[src/rtl/fp_add_normalize.sv]
// Floating-point add/subtract and renormalise stage: adds the aligned mantissas,
// fixes a carry with one right shift and cancellation with one left shift per cycle.
module fp_add_normalize #(
  parameter int EXP_W  = 8,
  parameter int MANT_W = 26
) (
  input  logic              clk,
  input  logic              rst,
  input  logic              in_valid,
  output logic              in_ready,
  input  logic              sign_of_great,
  input  logic              sign_of_small,
  input  logic [EXP_W-1:0]  exp,
  input  logic [MANT_W-1:0] mantis_great,
  input  logic [MANT_W-1:0] mantis_small,
  input  logic              loss,
  output logic              out_valid,
  input  logic              out_ready,
  output logic              res_sign,
  output logic [EXP_W-1:0]  res_exp,
  output logic [MANT_W-1:0] res_mantis,
  output logic              res_loss,
  output logic              overflow,
  output logic              underflow
);

  typedef enum logic [1:0] {IDLE, ADD, NORM, DONE} state_t;

  localparam logic [EXP_W-1:0] EXP_ONE = EXP_W'(1);
  localparam logic [EXP_W:0]   EXP_MAX = {1'b0, {EXP_W{1'b1}}};

  state_t state_reg, state_next;

  logic              sg_reg, sg_next;
  logic              ss_reg, ss_next;
  logic [EXP_W-1:0]  exp_reg, exp_next;
  logic [MANT_W-1:0] great_reg, great_next;
  logic [MANT_W-1:0] small_reg, small_next;
  logic              loss_reg, loss_next;

  logic              sign_reg, sign_next;
  logic [EXP_W-1:0]  rexp_reg, rexp_next;
  logic [MANT_W-1:0] mant_reg, mant_next;
  logic              rloss_reg, rloss_next;
  logic              ovf_reg, ovf_next;
  logic              unf_reg, unf_next;

  logic [MANT_W-1:0] sum;
  logic [EXP_W:0]    exp_inc;
  logic [MANT_W-1:0] shl_mant;
  logic [EXP_W-1:0]  shl_exp;

  always_ff @(posedge clk) begin
    if (rst) begin
      state_reg <= IDLE;
      sg_reg    <= 1'b0;
      ss_reg    <= 1'b0;
      exp_reg   <= '0;
      great_reg <= '0;
      small_reg <= '0;
      loss_reg  <= 1'b0;
      sign_reg  <= 1'b0;
      rexp_reg  <= '0;
      mant_reg  <= '0;
      rloss_reg <= 1'b0;
      ovf_reg   <= 1'b0;
      unf_reg   <= 1'b0;
    end else begin
      state_reg <= state_next;
      sg_reg    <= sg_next;
      ss_reg    <= ss_next;
      exp_reg   <= exp_next;
      great_reg <= great_next;
      small_reg <= small_next;
      loss_reg  <= loss_next;
      sign_reg  <= sign_next;
      rexp_reg  <= rexp_next;
      mant_reg  <= mant_next;
      rloss_reg <= rloss_next;
      ovf_reg   <= ovf_next;
      unf_reg   <= unf_next;
    end
  end

  // great >= small is guaranteed upstream, so the subtraction never borrows.
  assign sum     = (sg_reg ^ ss_reg) ? (great_reg - small_reg) : (great_reg + small_reg);
  assign exp_inc = {1'b0, exp_reg} + {{EXP_W{1'b0}}, 1'b1};

  // One normalisation step; an exponent of 0 or 1 blocks further shifting.
  always_comb begin
    shl_mant = mant_reg;
    shl_exp  = rexp_reg;
    if (!mant_reg[MANT_W-2] && (rexp_reg > EXP_ONE)) begin
      shl_mant = {mant_reg[MANT_W-2:0], 1'b0};
      shl_exp  = rexp_reg - EXP_ONE;
    end
  end

  always_comb begin
    state_next = state_reg;
    sg_next    = sg_reg;
    ss_next    = ss_reg;
    exp_next   = exp_reg;
    great_next = great_reg;
    small_next = small_reg;
    loss_next  = loss_reg;
    sign_next  = sign_reg;
    rexp_next  = rexp_reg;
    mant_next  = mant_reg;
    rloss_next = rloss_reg;
    ovf_next   = ovf_reg;
    unf_next   = unf_reg;

    case (state_reg)
      IDLE: begin
        if (in_valid) begin
          sg_next    = sign_of_great;
          ss_next    = sign_of_small;
          exp_next   = exp;
          great_next = mantis_great;
          small_next = mantis_small;
          loss_next  = loss;
          ovf_next   = 1'b0;
          unf_next   = 1'b0;
          state_next = ADD;
        end
      end
      ADD: begin
        sign_next  = sg_reg;
        rexp_next  = exp_reg;
        mant_next  = sum;
        rloss_next = loss_reg;
        if (sum == '0) begin
          sign_next  = 1'b0;
          rexp_next  = '0;
          state_next = DONE;
        end else if (sum[MANT_W-1]) begin
          mant_next  = {1'b0, sum[MANT_W-1:1]};
          rloss_next = loss_reg | sum[0];
          if (exp_inc >= EXP_MAX) begin
            rexp_next = {EXP_W{1'b1}};
            mant_next = '0;
            ovf_next  = 1'b1;
          end else begin
            rexp_next = exp_inc[EXP_W-1:0];
          end
          state_next = DONE;
        end else if (sum[MANT_W-2]) begin
          state_next = DONE;
        end else begin
          state_next = NORM;
        end
      end
      NORM: begin
        mant_next = shl_mant;
        rexp_next = shl_exp;
        if (shl_mant[MANT_W-2]) begin
          state_next = DONE;
        end else if (shl_exp <= EXP_ONE) begin
          rexp_next  = '0;
          unf_next   = 1'b1;
          state_next = DONE;
        end
      end
      DONE: begin
        if (out_ready) state_next = IDLE;
      end
      default: state_next = IDLE;
    endcase
  end

  assign in_ready   = (state_reg == IDLE);
  assign out_valid  = (state_reg == DONE);
  assign res_sign   = sign_reg;
  assign res_exp    = rexp_reg;
  assign res_mantis = mant_reg;
  assign res_loss   = rloss_reg;
  assign overflow   = ovf_reg;
  assign underflow  = unf_reg;

endmodule

[config.mk]
export PLATFORM = sky130hd
export DESIGN_NAME = fp_add_normalize
export DESIGN_NICKNAME = d
export VERILOG_FILES = /design/src/rtl/fp_add_normalize.sv
export SDC_FILE = /design/constraint.sdc
export NUM_CORES = 1
export LEC_CHECK = 0
export ABC_AREA = 1
export CAP_MARGIN = 20
export CORE_MARGIN = 2
export CORE_UTILIZATION = 35
export CTS_BUF_LIST = sky130_fd_sc_hd__clkbuf_8 sky130_fd_sc_hd__clkbuf_16
export DETAILED_ROUTE_END_ITERATION = 10
export GPL_TIMING_DRIVEN = 0
export PLACE_DENSITY = 0.65
export RECOVER_POWER = 100
export SLEW_MARGIN = 10
export SYNTH_ARGS = -nofsm -noshare
export SYNTH_HDL_FRONTEND = slang
export SYNTH_SLANG_ARGS = --single-unit
[constraint.sdc]
create_clock -name clk -period 4.5 [get_ports clk]
set_input_delay 1.35 -clock clk [delete_from_list [all_inputs] [get_ports clk]]
set_output_delay 1.35 -clock clk [all_outputs]
set_load 0.005 [all_outputs]
# Word level (Yosys, flattened, before mapping)
# Cells that the tools add are included.
word_totals:
  output_inout_bits: 40
  inputBits: 67
  reg_bits: 103
classes:
  n_bitwise: 2
  eq_ne: 12
  reduce_logical: 12
  add_sub_neg: 4
  magnitude_cmp: 3
  mux: 32
ops:
  columns: ["op", "count"]
  rows:
  - ["26-bit 2-to-1 mux", 3]
  - ["26-bit case mux with 2 select lines", 1]
  - ["25-bit 2-to-1 mux", 2]
  - ["8-bit 2-to-1 mux", 6]
  - ["26-bit adder", 1]
  - ["26-bit zero test", 1]
  - ["26-bit subtractor", 1]
  - ["8-bit case mux with 2 select lines", 1]
  - ["2-bit inequality test, second input constant", 7]
  - ["1-bit 2-to-1 mux", 12]
  - ["8-bit by 1-bit adder with 9-bit output, second input constant", 1]
  - ["9-bit by 8-bit greater-or-equal comparator with 1-bit output, second input constant", 1]
  - ["8-bit by 1-bit greater-than comparator with 1-bit output, second input constant", 1]
  - ["8-bit by 1-bit less-or-equal comparator with 1-bit output, second input constant", 1]
  - ["2-bit 2-to-1 mux", 4]
  - ["2-bit case mux with 4 select lines", 1]
  - ["8-bit by 1-bit subtractor with 8-bit output, second input constant", 1]
  - ["2-bit nonzero test", 3]
  - ["5-bit AND reduction", 1]
  - ["2-bit equality test, second input constant", 2]
  - ["1-bit case mux with 2 select lines", 2]
  - ["2-bit AND reduction", 2]
  - ["4-bit AND reduction", 1]
  - ["3-bit inequality test, second input constant", 1]
  - ["8 further kinds", 8]

# Logic depth before layout (Yosys ltp)
# Gate-level depths: netlist of run 1.
depth:
  depth_word: 7
  mapped_depth: 32
  ltp_nobuf: 32

# Least setup slack after synthesis of run 1
# Ideal clock, no wire load.
synth_path:
  path_kind: "reg2reg"
  start: "reg small_reg[0]"
  end: "reg rexp_reg[5], in the netlist res_exp[5]"
  stages_incl_launch_ff: 29
  path_buffers: 0
  required_time_ns: 4.366
  arrival_ns: 3.231
  path_slack_ns: 1.135
  cell_sequence: "dfxtp_1 inv_1 ha_1 inv_1 nor3_1 and3_1 nand2_1 inv_1 nand3_1 inv_1 nand3_1 nor3_1 a21oi_1 xor2_1 inv_1 ha_1 a21o_1 nor3_1 nand2_1 nor2_2 nand2_1 nand2_4 nand2_2 nor2_4 nand2_4 nand2_1 nand2_1 nand2_1 a21oi_1"
synth_between:
  elab_chain_cells: 5
  elab_cells_between_ends: 7
  cone_classes: "add/sub (2); mux (4); reduce/logical (1)"
synth_rtl:
  columns: ["item", "line", "rtl"]
  rows:
  - ["start, declared", "38", "logic [MANT_W-1:0] small_reg, small_next;"]
  - ["start signal, assigned", "74", "small_reg <= small_next;"]
  - ["26-bit adder or 26-bit subtractor (tied branches)", "86", "assign sum = (sg_reg ^ ss_reg) ? (great_reg - small_reg) : (great_reg + small_reg);"]
  - ["26-bit 2-to-1 mux *", "86", null]
  - ["26-bit zero test or 8-bit 2-to-1 mux (tied branches)", "133, 137", null]
  - ["8-bit 2-to-1 mux *", "133", "if (sum == '0) begin"]
  - ["8-bit case mux with 2 select lines *", "114", "case (state_reg)"]
  - ["end signal, assigned", "77", "rexp_reg <= rexp_next;"]
  - ["end, declared", "42", "logic [EXP_W-1:0] rexp_reg, rexp_next;"]
# Mark *: on every way between the ends. The rest lies on a longest branch, timed or not.
# A chain may end at the register's enable or synchronous reset.

# Worst setup path in the final report of run 1
layout_path:
  start: "reg small_reg[0]"
  end: "reg mant_reg[9], in the netlist res_mantis[9]"
layout_between:
  elab_chain_cells: 6
  elab_cells_between_ends: 8
  cone_classes: "add/sub (2); mux (5); reduce/logical (1)"
layout_rtl:
  columns: ["item", "line", "rtl"]
  rows:
  - ["26-bit adder or 26-bit subtractor (tied branches)", "86", null]
  - ["26-bit 2-to-1 mux *", "86", null]
  - ["branches (longest 2 deep; another with 26-bit zero test)", null, null]
  - ["26-bit 2-to-1 mux *", "133", null]
  - ["26-bit case mux with 2 select lines *", "114", null]
  - ["end signal, assigned", "78", "mant_reg <= mant_next;"]
  - ["end, declared", "43", "logic [MANT_W-1:0] mant_reg, mant_next;"]
# Every way passes the cells marked *.

==> results.md, run 1 <==
* Root Driver: clkbuf_16
* Num CTS Buffers at 9
* Leak pwr at 4.45 nW
* DR vias/cell at 4.82
* Post-CTS sizing at 0
* CTS tree: yes
* Area growth syn-to-layout at 22.5%
* Power Density at 878 nW/um^2
* Row count at 53
* Max IR drop VDD at 0.364 mV
* Setup bufs post-CTS at 0
* Nets at 1440
* Share of cells above drive strength 1 at 6.85%
* Max Cap Violations at 0
* Most frequent cells in the layout: nand2_1, inv_1, nor2_1, o21ai_0, dfxtp_1
* Max Fanout on Critical Path at 10
* GRT Util Overall at 19.9%
* Startpoint types: flip-flop
* Clk slew on worst S/H paths at 0.08 ns
* Tightest Pin Transition at 0.662 ns
* Dpl hpwl at 18200 um
* Initial detailed-routing violation count at 490
* Mapped Nets at 1323
* Mapped Cells at 1221
* Gr ovfl total at 0
* Sequential fraction of the synthesis area at 27.2%
* Core area at 21200 sq um
* Ys Warns at 0
* DRC viols at 0
* FMAX at 239 MHz
* Status: completed
* Setup tns final at 0 ns
* Initial Util at 35.8%
* H-tree levels at 3
* Final Cycle Share at 92.8%
* Routed WL at 22100 um
* Post-synth top area cell: dfxtp_1
* Commonest non-fill, non-tap cell in the layout: nand2_1
* WP data required at 4.78 ns
* Port bufs at 106
* Max Slew Vio Count at 0
* I/O pin count at 107
* Max Buffers Root-to-Sink at 2
* CP arrival at 4.46 ns
* CTS Hold Bufs at 0
* Final setup vio count at 0
* Ranking of synthesized cells by area: dfxtp_1, nand2_1, o21ai_0
* Avg WL per Cell at 13.7 um
* Syn avg cell area at 6.21 sq um
* Vias post-DR at 7805
* Vias in the first global route at 7263
* Diode count at 0
* RSZ-0062 raised after global routing: false
* Die Span Y at 151 um
* Final number of hold-violating endpoints at 0
* Die width at 151 um
* Tmin final at 4.18 ns
* Worst clock skew at 0.0104 ns
* Endpoint type of the worst setup path: flip-flop
* Largest net degree at the start of global routing at 18
* Synthesized area at 7580 sq um
* GPL Wtd Cong at 0.894
* Clock sink count at 103
* First-pass GRT wire length at 35900 um
* Worst slew margin at 55.9%
* Worst min path class: flip-flop to flip-flop
* Worst skew pair latency at 0.36 ns
* DRT antenna net count at 0
* Yosys reg bits at 103
* Final Util at 43.9%
* Number of iterations in the first detailed-routing pass at 5
* Top cell type's share of synthesized area at 27.2%
* Synth cell types at 41
* Setup CP Type: flip-flop to flip-flop
* Die area at 22800 sq um
* Initial antenna violation count at 0
## final timing paths
path | start | slack [ns] | endpoint | depth (start not counted)
max | small_reg[0] | 0.32 | res_mantis[9] | 26
min | res_sign | 0.47 | res_sign | 2
max reg2reg | small_reg[0] | 0.32 | res_mantis[9] | 26
min reg2reg | res_sign | 0.47 | res_sign | 2
## cell usage after synthesis, drive strengths merged
| cell | instances |
|---|---|
| or2 | 1 |
| and2 | 2 |
| dfxtp | 103 |
| nor2 | 163 |
| a21oi | 84 |
| o31ai | 1 |
| clkbuf | 33 |
| buf | 10 |
| nand2 | 332 |
| fa | 1 |
| nand4 | 11 |
| ha | 34 |
| o21ai | 136 |
| o22ai | 24 |
| o21bai | 1 |
| xnor2 | 15 |
| a31oi | 3 |
| inv | 162 |
| a21o | 1 |
| a22oi | 1 |
| nor3 | 15 |
| clkinv | 5 |
| and3 | 2 |
| o2111ai | 2 |
| xor2 | 25 |
| nand3b | 14 |
| nand3 | 40 |
## worst max-delay path, stage by stage, from the launching register on
cell and delay (ns):
dfxtp_1 0.35, inv_1 0.10, ha_1 0.17, inv_1 0.05, nor3_1 0.19, and3_1 0.22
nand2_1 0.07, inv_1 0.05, nand3_1 0.09, inv_1 0.07, nand3_1 0.13, nand2_1 0.15
o21ai_0 0.11, xor2_1 0.15, inv_1 0.06, ha_1 0.36, a21oi_1 0.25, nor3_1 0.09
nor3_1 0.23, nand3_1 0.14, nand2_1 0.08, nand2_1 0.12, clkbuf_2 0.25, buf_6 0.19
o22ai_1 0.18, nand2_1 0.11, a21oi_1 0.16
## kinds of logic (layout without fill, tap and decap cells)
group / after synthesis / after routing / share of synthesized area, %
flip-flops: 103 / 103 / 27.2
AO/OA/AOI/OAI: 253 / 253 / 18.6
adder cells (fa/ha/maj): 35 / 35 / 5.88
AND/OR/NAND/NOR: 580 / 580 / 32.9
XOR/XNOR: 40 / 40 / 4.62
buffers and inverters: 210 / 332 / 10.8
## power by group
| group | switching, W | internal, W |
|---|---|---|
| combinational | 0.00380 | 0.00212 |
| sequential | 0.000245 | 0.00117 |
| clock | 0.000377 | 0.000434 |
| total | 0.00442 | 0.00373 |
## metrics by stage
stage,setup slack (ns),power [W],hold WS [ns],std cells,area [sq um]
detailed placement,0.371,0.00733,0.458,1602,8980
floorplan,1.13,0.00574,0.423,1221,7580
global placement,0.400,0.00727,0.458,1602,8980
global route,0.00768,0.00898,0.486,1618,9280
CTS,0.353,0.00817,0.470,1618,9280
finish,0.323,0.00815,0.467,1618,9280
## metal layers
layer	track usage [%]	wire [um]	up-vias
met3	3.34	1210	20
met4	4.30	282	0
met5	0	0	-
li1	-	-	4141
met2	32.2	9730	194
met1	27.9	10900	3450
## final cells by class
class                      count  area, sq um
clock buffer                   9          225
clock inverter                 7         73.8
sequential                   103         2060
fill                        2234        11900
timing repair buffer         106         1060
multi-input combinational    908         4700
tap                          275          344
inverter                     167          627
buffer                        43          185
Power figures use the tool's default switching activity.
==> run 2, diff against run 1 <==
Settings changed: SLEW_MARGIN 10 to 20.
==> results of run 2 <==
The final DEF is identical to that of run 1; final timing and power are the same.
==> RTL edit 1 (config.mk and constraints of run 1) <==
Change the parameter `MANT_W` from 26 to 34.
--- a/src/rtl/fp_add_normalize.sv
+++ b/src/rtl/fp_add_normalize.sv
@@ -3,5 +3,5 @@
 module fp_add_normalize #(
   parameter int EXP_W  = 8,
-  parameter int MANT_W = 26
+  parameter int MANT_W = 34
 ) (
   input  logic              clk,
Interface: changed (resized mantis_great, mantis_small and res_mantis); port bits go from 107 to 131. The function was not compared with the original's and may differ.
==> RTL edit 1 against run 1 <==
Wire length grew 39%; sequential cell count grew 24; final area grew 33%; maximum frequency shrank 4.9%; clock skew grew 0.0057 ns; die area grew 23%; count of clock-buffer cells in the layout grew 10; first-iteration DRC count grew 32%; setup slack lost 0.22 ns; area after synthesis grew 24%; global-route usage grew 1.7 points; largest cell class unchanged; highest routed layer unchanged.
Power is left out: the tool's default activity adds up to more than one toggle a clock period on the data nets, which glitch-free logic cannot reach.
==> RTL edit 1: results (changes against run 1) <==
[outcome]
status=finished, final reports clean

[critical_path]
crit_family=simple AND/OR/NAND/NOR gates
crit_end=res_exp[1]
slowest_stage=clkbuf_1
cp-start-kind=register
cp.arrival_ns=4.70  ; +0.24 ns
regToRegStartpoint=sg_reg
cpPeakStageDelay_ns=0.47  ; +0.11 ns
ff2ff_path_depth=23  ; -12%
r2r_setup_slack_ns=0.11  ; -0.22 ns
critPathMaxFanout=10  ; unchanged

[routing]
via_count=10200  ; +30%
first_pass_iters=6  ; +1
routedWlPerCell_um=14.9  ; +9.3%
ant_nets=0  ; unchanged
drtIter0Drc=646  ; +32%

[hold_path]
hold_path_class=reg2reg
holdPathStages=2  ; unchanged
holdPathEnd=res_mantis[33]
hold_start=res_mantis[33]

[global_routing]
grt_first_pass_wirelength_mm=48.3  ; +34%
grt_usage_pct=21.6  ; +1.7 points
antenna_found_initial=0  ; unchanged
grt_pass1_vias=9570  ; +32%
grt_start_max_net_pins=17  ; -1

[final_layout]
drive_gt1_share_pct=10.2  ; +3.4 points
n_fill_cell=2710  ; +21%
layout.nets=1838  ; +28%
antenna_cells=0  ; unchanged

[logic_synthesis]
yosysWarningCount=0  ; unchanged
synth_area_leaders=dfxtp_1, nand2_1, inv_1
yosysUniqueCellTypes=44  ; +7.3%
ys_async_sr_fraction_pct=0  ; unchanged
synthTopCellsByCount=nand2_1, inv_1, nor2_1
yosysSeqAreaShare_pct=27.1  ; -0.087 points
synth_nets=1675  ; +27%

[place]
place_congestion=0.933  ; +4.3%
io_buffers=130  ; +23%
dp_hpwl_mm=24.4  ; +34%
place_area_mm2=0.0111  ; +23%

[clocking]
clock_latency_ns=0.44  ; +0.08 ns
cts_buffers=17  ; +8
path_clk_slew_ns=0.06  ; -0.02 ns
cts_buffer_depth=2  ; unchanged
htreeDepth=4  ; +1
cts-root-buf=clkbuf_16

[timing]
final.setup_skew_ns=0.0161  ; +0.00565 ns
fin_hold_ws_ns=0.449  ; -0.0176 ns
tightest_slew_ns=0.716  ; +0.0543 ns

==> RTL edit 1: routing by layer <==
| layer | global-route usage (%) | vias up | routed length (um) |
|---|---|---|---|
| met5 | 0 | - | 0 |
| met4 | 6.84 | 0 | 680 |
| met3 | 3.12 | 52 | 1540 |
| met2 | 36.1 | 277 | 14000 |
| met1 | 28.6 | 4609 | 14500 |
| li1 | - | 5241 | - |
==> RTL edit 1: timing repair <==
action / CTS / global route
pin swaps: 3 / 36
buffers inserted: 1 / 11
resized for setup: 5 / 106
cloned: 0 / 2
setup endpoints to repair: 10 / 45
==> RTL edit 1: cell families after synthesis <==
logic type / count (synthesis) / synth area share [%]
AND/OR/NAND/NOR: 706 / 31.7
adder cells (fa/ha/maj): 43 / 5.82
flip-flops: 127 / 27.1
AO/OA/AOI/OAI: 314 / 17.7
XOR/XNOR: 53 / 4.95
buffers and inverters: 306 / 12.6
==> RTL edit 1: per-stage QoR <==
stage,instances,utilization [%],setup slack [ns]
3_3_place_gp,2014,42.3,-0.0166
5_1_grt,2060,47.1,-0.187
3_5_place_dp,2014,42.3,-0.113
4_1_cts,2047,44.9,0.00267
2_1_floorplan,1549,-,0.870
6_report,2060,47.1,0.108
==> RTL edit 1: cell type report <==
class | instances | area [um2] | area share (%)
clock inverter | 13 | 186 | 1.51
timing repair buffer | 143 | 1420 | 11.5
multi-input combinational | 1117 | 6110 | 49.5
clock buffer | 19 | 453 | 3.67
tap | 335 | 419 | 3.40
inverter | 250 | 938 | 7.60
sequential | 127 | 2540 | 20.6
buffer | 56 | 272 | 2.20
==> RTL edit 2 (settings of run 1) <==
Without the edit above. Encoding of `state_t`: now one-hot (4 bits for 4 states).
--- a/src/rtl/fp_add_normalize.sv
+++ b/src/rtl/fp_add_normalize.sv
@@ -25,5 +25,5 @@
 );
 
-  typedef enum logic [1:0] {IDLE, ADD, NORM, DONE} state_t;
+  typedef enum logic [3:0] {IDLE = 4'b0001, ADD = 4'b0010, NORM = 4'b0100, DONE = 4'b1000} state_t;
 
   localparam logic [EXP_W-1:0] EXP_ONE = EXP_W'(1);
Check against the original RTL: same outputs for any inputs over 4 cycles, from zero or initial values and one cycle with rst high; so few cycles prove little.
==> RTL edit 2 against run 1 <==
Via count fell by 0.18%; area after synthesis is 1.4% lower; final area shrank 1.2%; count of clock-buffer cells in the layout is 1 higher; non-clock buffer count increased by 3; wire length down 1.9%; clock skew down 0.0034 ns; die area is 1.4% lower; setup slack improved by 0.055 ns; sequential cell count grew 2.
Power is not compared: it rests on default switching activity, and its combinational part moved more than twofold at a synthesized area within 25%.
==> RTL edit 2: results (changes against run 1) <==
[outcome]
status=finished, final reports clean

[place]
io_buffers=104  ; -1.9%
place_congestion=0.899  ; +0.51%
dpl_worst_slack_ns=0.101  ; -0.270 ns
dp_hpwl_mm=17.7  ; -2.6%

[critical_path]
regToRegStartpoint=small_reg[0]
crit_end=res_mantis[16]
r2r_setup_slack_ns=0.38  ; +0.06 ns
ff2ff_path_depth=24  ; -7.7%
cp.arrival_ns=4.41  ; -0.05 ns
critPathMaxFanout=10  ; unchanged
cp-start-kind=register

[logic_synthesis]
yosysSeqAreaShare_pct=28.1  ; +0.93 points
ys_async_sr_fraction_pct=0  ; unchanged
yosysWarningCount=0  ; unchanged
syn_inst=1196  ; -2.0%
yosysUniqueCellTypes=43  ; +4.9%
synthTopCellsByCount=nand2_1, inv_1, a21oi_1
synth_nets=1294  ; -2.2%
synth_area_leaders=dfxtp_1, nand2_1, inv_1

[clocking]
cts-root-buf=clkbuf_16
clock_latency_ns=0.36  ; about the same
cts_buffer_depth=2  ; unchanged
path_clk_slew_ns=0.07
cts_buffers=9  ; unchanged
htreeDepth=3  ; unchanged

[routing]
viasPerCell=4.89  ; +1.5%
first_pass_iters=5  ; unchanged
routed_wl_mm=21.7  ; -1.9%
drtIter0Drc=440  ; -10%

[power]
p_leak_uw=0.00415
peakVddDrop_mv=0.198
swShare_pct=47.9

[global_routing]
grt_pass1_vias=7135  ; -1.8%
grt_start_max_net_pins=17  ; -1
grt_first_pass_wirelength_mm=35.1  ; -2.2%
grt_usage_pct=19.5  ; -0.43 points
antenna_found_initial=0  ; unchanged

[final_layout]
antenna_cells=0  ; unchanged
fin_cells=1592  ; -1.6%
n_fill_cell=2343  ; +4.9%
layout.nets=1411  ; -2.0%
drive_gt1_share_pct=5.77  ; -1.1 points

[hold_path]
hold_path_class=reg2reg

[timing]
max_freq_mhz=243  ; +1.3%
final.setup_skew_ns=0.00701  ; -0.00341 ns
slew_headroom_pct=46.6  ; -9.3 points

## RTL edit 2: worst min path at each step
| stage | start | to | slack (ns) | cells past startpoint |
|---|---|---|---|---|
| 3_5_place_dp | res_mantis[25] | res_mantis[25] | 0.44 | 2 |
| 2_1_floorplan | loss_reg | loss_reg | 0.43 | 2 |
| 3_3_place_gp | underflow | underflow | 0.44 | 2 |
| 5_1_grt | great_reg[8] | great_reg[8] | 0.48 | 2 |
| 4_1_cts | res_mantis[25] | res_mantis[25] | 0.46 | 2 |
| 6_report | res_mantis[25] | res_mantis[25] | 0.45 | 2 |
## RTL edit 2: kinds of logic after synthesis
| family | share of synthesized area (%) |
|---|---|
| compound gates | 18.1 |
| xor+xnor | 4.34 |
| fa+ha+maj | 5.29 |
| buf+inv | 12.8 |
| flops | 28.1 |
| simple gates | 31.2 |
## RTL edit 2: final cells by class
class | instances | area, um2 | share of cell area [%]
multi-input combinational | 852 | 4440 | 48.4
sequential | 105 | 2100 | 22.9
tap | 275 | 344 | 3.75
buffer | 47 | 241 | 2.63
clock buffer | 10 | 239 | 2.61
timing repair buffer | 105 | 1040 | 11.4
clock inverter | 5 | 33.8 | 0.368
inverter | 193 | 724 | 7.90
## RTL edit 2: timing repair
action,4_1_cts,5_1_grt
endpoints found under the setup margin,0,38
resized for setup,0,13
buffers inserted,0,1
## RTL edit 2: power by group through the flow
stage               Combinational (uW)  Sequential, uW  Clock (uW)
global route                      2990            1130         805
global placement                  2570            1130           0
finish                            2650            1110         753
detailed placement                2590            1130           0
CTS                               2610            1110         768
floorplan                         1910            1120           0
## RTL edit 2: worst max-delay path, cell delays in order, from the launching register on
cell     delay, ns
dfxtp_1       0.32
inv_1         0.11
ha_1          0.15
inv_1         0.05
nor3_2        0.13
nand3_1       0.10
nand2_1       0.12
o21ai_1       0.12
nor2_2        0.16
nand2_1       0.11
nor2_2        0.16
o21ai_1       0.13
nor2_2        0.17
xor2_1        0.18
ha_1          0.33
a21oi_1       0.20
o21ai_0       0.14
a21oi_1       0.20
nand3_2       0.13
nand2_2       0.12
nand4_1       0.23
buf_6         0.23
o21ai_0       0.19
nand3_1       0.11
a21oi_1       0.14
## RTL edit 2: metal layers
| layer | GRT usage [%] | up-vias | share of wire [%] |
|---|---|---|---|
| met3 | 3.36 | 20 | 5.0 |
| met5 | 0 | - | 0 |
| met2 | 31.4 | 186 | 44 |
| met1 | 26.8 | 3468 | 49 |
| li1 | - | 4117 | - |
| met4 | 5.42 | 0 | 1.6 |
## RTL edit 2: stage by stage
| step | total power [uW] | cell area [um2] |
|---|---|---|
| 6_report | 4520 | 9170 |
| 5_1_grt | 4920 | 9170 |
| 4_1_cts | 4490 | 9130 |
| 3_5_place_dp | 3720 | 8850 |
| 3_3_place_gp | 3700 | 8850 |
| 2_1_floorplan | 3030 | 7470 |
